===== config.mk =====
export PLATFORM = sky130hd
export DESIGN_NAME = ps2_key_decoder
export DESIGN_NICKNAME = d
export VERILOG_FILES = /design/src/rtl/ps2_key_decoder.sv
export SDC_FILE = /design/constraint.sdc
export NUM_CORES = 1
export LEC_CHECK = 0
export BUFFER_PORTS_ARGS = -buffer_cell sky130_fd_sc_hd__buf_4
export CAP_MARGIN = 40
export CORE_MARGIN = 2
export CORE_UTILIZATION = 29
export CTS_BUF_LIST = sky130_fd_sc_hd__clkbuf_16
export CTS_CLUSTER_DIAMETER = 150
export DETAILED_ROUTE_END_ITERATION = 10
export GPL_ROUTABILITY_DRIVEN = 0
export PLACE_DENSITY = 0.44
export SLEW_MARGIN = 20
export SYNTH_ARGS = -nofsm -noshare
export SYNTH_HDL_FRONTEND = slang
export SYNTH_SLANG_ARGS = --single-unit

===== constraint.sdc =====
create_clock -name clk -period 4.74 [get_ports clk]
set_input_delay 0.237 -clock clk [delete_from_list [all_inputs] [get_ports clk]]
set_output_delay 0.237 -clock clk [all_outputs]
set_load 0.005 [all_outputs]

===== src/rtl/ps2_key_decoder.sv =====
// ps2_key_decoder: PS/2 keyboard receiver decoding scan-code set 2 into key events.
// Synchronises and glitch-filters the raw PS/2 lines, deframes 11-bit frames
// (start, 8 data LSB first, odd parity, stop) and folds E0/F0 prefixes into
// one-cycle key_strobe events. Define PS2_PAUSE_DECODE_EN to collapse the
// 8-byte Pause sequence into a single extended make of code 0x77.
module ps2_key_decoder #(
    parameter int unsigned FILTER_LEN = 8,
    parameter int unsigned TIMEOUT    = 8000
) (
    input  logic       clk,
    input  logic       reset,
    input  logic       ps2_clk,
    input  logic       ps2_data,
    output logic       key_strobe,
    output logic       key_pressed,
    output logic       key_extended,
    output logic [7:0] key_code,
    output logic       frame_err
);

    typedef enum logic [1:0] {
        S_IDLE,
        S_DATA,
        S_PARITY,
        S_STOP
    } state_t;

    localparam logic [7:0]  FILT_LAST = 8'(FILTER_LEN - 1);
    localparam logic [15:0] TMO_LIM   = 16'(TIMEOUT);

    logic        clk_s1, clk_s2, dat_s1, dat_s2;
    logic        filt_clk;
    logic [7:0]  filt_cnt;
    logic        fe;

    state_t      state, state_nxt;
    logic [2:0]  bit_cnt, bit_cnt_nxt;
    logic [7:0]  shift, shift_nxt;
    logic        par_bit, par_nxt;
    logic        byte_done, byte_done_nxt;
    logic        err_nxt;
    logic [15:0] tmo_cnt;
    logic        ext_flag, brk_flag;
`ifdef PS2_PAUSE_DECODE_EN
    logic [2:0]  pause_cnt;
`endif

    // Two-flop synchronisers for both raw PS/2 lines (idle high)
    always_ff @(posedge clk) begin
        if (reset) begin
            clk_s1 <= 1'b1;
            clk_s2 <= 1'b1;
            dat_s1 <= 1'b1;
            dat_s2 <= 1'b1;
        end else begin
            clk_s1 <= ps2_clk;
            clk_s2 <= clk_s1;
            dat_s1 <= ps2_data;
            dat_s2 <= dat_s1;
        end
    end

    // Clock glitch filter: flip after FILTER_LEN consecutive differing samples; flag 1->0 flips
    always_ff @(posedge clk) begin
        if (reset) begin
            filt_clk <= 1'b1;
            filt_cnt <= '0;
            fe       <= 1'b0;
        end else begin
            fe <= 1'b0;
            if (clk_s2 == filt_clk) begin
                filt_cnt <= '0;
            end else if (filt_cnt == FILT_LAST) begin
                filt_cnt <= '0;
                filt_clk <= clk_s2;
                fe       <= filt_clk;
            end else begin
                filt_cnt <= filt_cnt + 8'd1;
            end
        end
    end

    // Frame FSM next-state: advances on filtered falling edges, aborts on timeout
    always_comb begin
        state_nxt     = state;
        bit_cnt_nxt   = bit_cnt;
        shift_nxt     = shift;
        par_nxt       = par_bit;
        byte_done_nxt = 1'b0;
        err_nxt       = 1'b0;
        if (fe) begin
            case (state)
                S_IDLE: begin
                    if (!dat_s2) begin
                        state_nxt   = S_DATA;
                        bit_cnt_nxt = '0;
                    end
                end
                S_DATA: begin
                    shift_nxt   = {dat_s2, shift[7:1]};
                    bit_cnt_nxt = bit_cnt + 3'd1;
                    if (bit_cnt == 3'd7) state_nxt = S_PARITY;
                end
                S_PARITY: begin
                    par_nxt   = dat_s2;
                    state_nxt = S_STOP;
                end
                S_STOP: begin
                    if ((^{shift, par_bit}) && dat_s2) byte_done_nxt = 1'b1;
                    else                               err_nxt       = 1'b1;
                    state_nxt = S_IDLE;
                end
                default: state_nxt = S_IDLE;
            endcase
        end else if (state != S_IDLE && tmo_cnt >= TMO_LIM) begin
            state_nxt = S_IDLE;
            err_nxt   = 1'b1;
        end
    end

    // Frame FSM registers and error pulse
    always_ff @(posedge clk) begin
        if (reset) begin
            state     <= S_IDLE;
            bit_cnt   <= '0;
            shift     <= '0;
            par_bit   <= 1'b0;
            byte_done <= 1'b0;
            frame_err <= 1'b0;
        end else begin
            state     <= state_nxt;
            bit_cnt   <= bit_cnt_nxt;
            shift     <= shift_nxt;
            par_bit   <= par_nxt;
            byte_done <= byte_done_nxt;
            frame_err <= err_nxt;
        end
    end

    // Inactivity counter: cleared on every falling edge and while idle
    always_ff @(posedge clk) begin
        if (reset || fe || state == S_IDLE) tmo_cnt <= '0;
        else if (tmo_cnt != '1)             tmo_cnt <= tmo_cnt + 16'd1;
    end

    // Byte interpretation: prefixes, device responses, key events; errors clear pending prefixes
    always_ff @(posedge clk) begin
        if (reset) begin
            key_strobe   <= 1'b0;
            key_pressed  <= 1'b0;
            key_extended <= 1'b0;
            key_code     <= '0;
            ext_flag     <= 1'b0;
            brk_flag     <= 1'b0;
`ifdef PS2_PAUSE_DECODE_EN
            pause_cnt    <= '0;
`endif
        end else begin
            key_strobe <= 1'b0;
            if (byte_done) begin
`ifdef PS2_PAUSE_DECODE_EN
                // Pause swallow takes precedence over normal decoding of its tail bytes
                if (pause_cnt != 3'd0) begin
                    pause_cnt <= pause_cnt - 3'd1;
                    if (pause_cnt == 3'd1) begin
                        key_strobe   <= 1'b1;
                        key_code     <= 8'h77;
                        key_pressed  <= 1'b1;
                        key_extended <= 1'b1;
                        ext_flag     <= 1'b0;
                        brk_flag     <= 1'b0;
                    end
                end else if (shift == 8'hE1 && !ext_flag && !brk_flag) begin
                    pause_cnt <= 3'd7;
                end else
`endif
                begin
                    case (shift)
                        8'hE0: ext_flag <= 1'b1;
                        8'hF0: brk_flag <= 1'b1;
                        8'hAA, 8'hFA, 8'hFE, 8'hEE, 8'h00, 8'hFF: begin
                            ext_flag <= 1'b0;
                            brk_flag <= 1'b0;
                        end
                        default: begin
                            key_strobe   <= 1'b1;
                            key_code     <= shift;
                            key_pressed  <= ~brk_flag;
                            key_extended <= ext_flag;
                            ext_flag     <= 1'b0;
                            brk_flag     <= 1'b0;
                        end
                    endcase
                end
            end
            if (err_nxt) begin
                ext_flag  <= 1'b0;
                brk_flag  <= 1'b0;
`ifdef PS2_PAUSE_DECODE_EN
                pause_cnt <= '0;
`endif
            end
        end
    end

endmodule

==> summary.txt <==
Clock network
  • Hold_buf cts: 0
  • H-tree Lvls: 3
  • Sink Count: 59
  • Post-CTS setup-driven buffer insertion count: 0
  • Clock Pin Slew Worst Setup and Hold Paths: 0.05 ns
  • Clk root buf: clkbuf_16
  • CTS resizes: 0
  • Clock latency on the worst-skew pair: 0.32 ns
  • CTS Buf Count: 9
  • CTS tree: yes
  • Clock buffer depth: 2

Logic synthesis
  • Post-synth EDFFs: 0
  • Main combinational cell family by area after synthesis: simple AND/OR/NAND/NOR gates
  • Cell Area, Synth: 2689 sq um
  • Most instantiated cells after synthesis: dfxtp_1, nor2_1, nand2_1
  • Primary FF master, synth: dfxtp_1
  • Compound-Gate Fraction of Synth Area: 11.40%
  • Syn_nets: 312
  • Sequential fraction of the synthesis area: 43.93%
  • #FFs+latches synth: 59
  • Asr flop ratio synth: 0%
  • Syn Inst Count: 299
  • Post-synthesis simple-gate area fraction: 23.87%
  • Avg Cell Area, Syn: 8.993 sq um
  • Adder-Cell Fraction of Synth Area: 4.188%
  • Post-synthesis mux area share: 4.095%
  • Count leader, synth: dfxtp_1
  • Yosys warns: 0
  • Leading area contributor after synthesis: dfxtp_1
  • Post-Synth XOR/XNOR Area: 7.027%
  • Area share of the largest cell type after synthesis: 43.93%
  • Synth top area cells: dfxtp_1, nor2_1, ha_1
  • Cell variety after synth: 43

Routing
  • Routed WL: 5106 um
  • Pre-antenna DRT Iters: 4
  • Vias per cell: 4.868
  • Initial DRC Count: 97
  • DRC Markers: 0
  • Final antenna-violating net count: 0
  • Routed len/inst: 12.04 um
  • Via count: 2064

Worst hold path
  • Hold Crit Start: ps2_clk
  • Hold WC Path Type: primary input to flop

Timing
  • RSZ-0062 raised after global routing: no
  • Final WS setup: 2.783 ns
  • Hold WS: 0.1038 ns
  • Min Tclk post-route: 1.957 ns
  • Pins over their slew limit: 0
  • Max frequency: 511.1 MHz
  • Final setup fails: 0
  • Worst-margin pin slew: 0.6171 ns
  • Slew HR: 58.54%
  • Fin Setup TNS: 0 ns
  • Setup Skew: 0.007205 ns
  • Final hold viol count: 0
  • Tcrit/Tclk final: 41.28%

Power and ir drop
  • Internal Power: 900.6 uW
  • LEAKAGE: 1.114 nW
  • Peak supply drop: 0.1599 mV
  • Pwr dens: 360.3 nW/um^2
  • Switching Share: 19.83%
  • Net Switching: 222.8 uW
  • Share of total power in combinational logic: 0.8%
  • Pwr Total: 1.123 mW
  • Clock share of power: 54.7%
  • Sequential share of power: 44.5%

Placement
  • Post-DP Area: 2835 sq um
  • IO Port Bufs: 15
  • Hpwl dp: 3430 um
  • Dpl cells: 409
  • Pre-CTS setup slack: 2.771 ns

Cells and area
  • Antenna Cells: 0
  • Area Growth Syn to Fin: 15.96%
  • Share of cells above drive strength 1: 12.78%
  • Fin cells: 424
  • FILL cells: 949
  • Post-route cell area: 3118 sq um
  • Fin util: 34.23%
  • Final net count: 322

Critical path
  • Worst path required time: 4.98 ns
  • Max stage delay on crit path: 0.68 ns
  • Cell breakdown of the critical path: a21boi_0 > a21oi_1 > or3_1 > a21oi_1
  • Crit-path max FO: 18
  • Worst Setup End Kind: flop
  • Slowest library cell on the worst path: dfxtp_1
  • Crit path DAT: 2.20 ns
  • CP dominant cell by count: a21oi_1
  • Reg2reg start: fe$_SDFF_PP0_
  • CP startpoint: fe$_SDFF_PP0_
  • Startpoint types: flop
  • Crit path kind: flop to flop

Flow run
  • Max Cap Viol: 0

Global routing
  • Global-route wire length before repair: 9149 um
  • Initial antenna violation count: 0
  • Vias in the first global route: 1920
  • Total gr overflow: 0
  • Pin count of the biggest net entering global routing: 39
  • GRT Resource Usage Total: 11.45%

Floorplan
  • Core area: 9109 sq um
  • DIE WIDTH: 100.3 um
  • Starting density of the core: 29.52%
  • Total die area: 10060 sq um
  • Die H: 100.3 um
  • Core Rows: 35
  • Ports: 16

Status
  • Status: complete, no violations
[worst max-delay path, delay by kind of cell, from the launching register on]
family / cells / cell delay, ns
flops: 1 / 0.68
simple gates: 1 / 0.39
compound gates: 3 / 0.80
[final cells by class]
class | count | area (sq um) | share of cell area [%]
inverters | 7 | 26.28 | 0.8427
clock inverters | 6 | 57.56 | 1.846
multi-input cells | 216 | 1365 | 43.78
clock buffers | 9 | 225.2 | 7.223
well taps | 111 | 138.9 | 4.454
flip-flops and latches | 59 | 1181 | 37.88
repair buffers | 16 | 123.9 | 3.973
[worst paths after layout]
| check | to | depth (start not counted) | slack [ns] |
|---|---|---|---|
| worst max-delay path | state[0]$_SDFFE_PP0P_ | 4 | 2.78 |
| worst min-delay path | clk_s1$_SDFF_PP1_ | 2 | 0.10 |
| worst max register to register | state[0]$_SDFFE_PP0P_ | 4 | 2.78 |
| worst min register to register | clk_s2$_SDFF_PP1_ | 1 | 0.41 |
[power groups by stage]
stage | clock, mW | combinational, mW | sequential [mW]
after floorplan | 0 | 0.00797 | 0.509
after global placement | 0 | 0.00984 | 0.510
after detailed placement | 0 | 0.00966 | 0.510
after CTS | 0.639 | 0.00966 | 0.499
after global routing | 0.655 | 0.0109 | 0.499
final | 0.615 | 0.00945 | 0.499
[cell families after synthesis]
logic type,count (synthesis)
AOI/OAI and AO/OA,49
muxes,11
buffers and inverters,24
DFF,59
and+or+nand+nor,127
xor gates and xnor gates,20
adders and majority gates,9
[cells in the final DEF (no fill, tap or decap), types with 2 or more instances in the layout]
cell type	n
nor2b_1	3
buf_4	15
o31ai_1	3
nor3_1	10
nand3_1	18
ha_1	9
xnor2_1	9
o41ai_1	2
xor2_1	10
o21a_1	2
nand2b_1	2
nor2_1	38
o21ai_0	8
a21boi_0	2
nand2_1	22
a21oi_1	21
nor4_1	4
and4_1	2
or2_2	5
clkinv_2	3
and3_1	7
inv_1	7
nand4_1	4
dfxtp_1	59
o2111ai_1	2
clkbuf_16	9
mux2i_1	11
a31oi_1	2
a32oi_1	2
or4_1	5
or3_1	3
[metal layers]
metal | track usage, % | vias to the layer above | wire length, um
met2 | 16.93 | 31 | 2169
met4 | 6.006 | 0 | 96
li1 | - | 1072 | -
met5 | 0 | - | 0
met1 | 15.37 | 953 | 2654
met3 | 2.855 | 8 | 185
[sequential cells by signal, indices dropped and copies added, names as in the netlist, 2 cells and up]
| register | count |
|---|---|
| tmo_cnt | 16 |
| filt_cnt | 8 |
| key_code | 8 |
| shift | 8 |
| bit_cnt | 3 |
| state | 2 |
(Power assumes the default switching activity.)
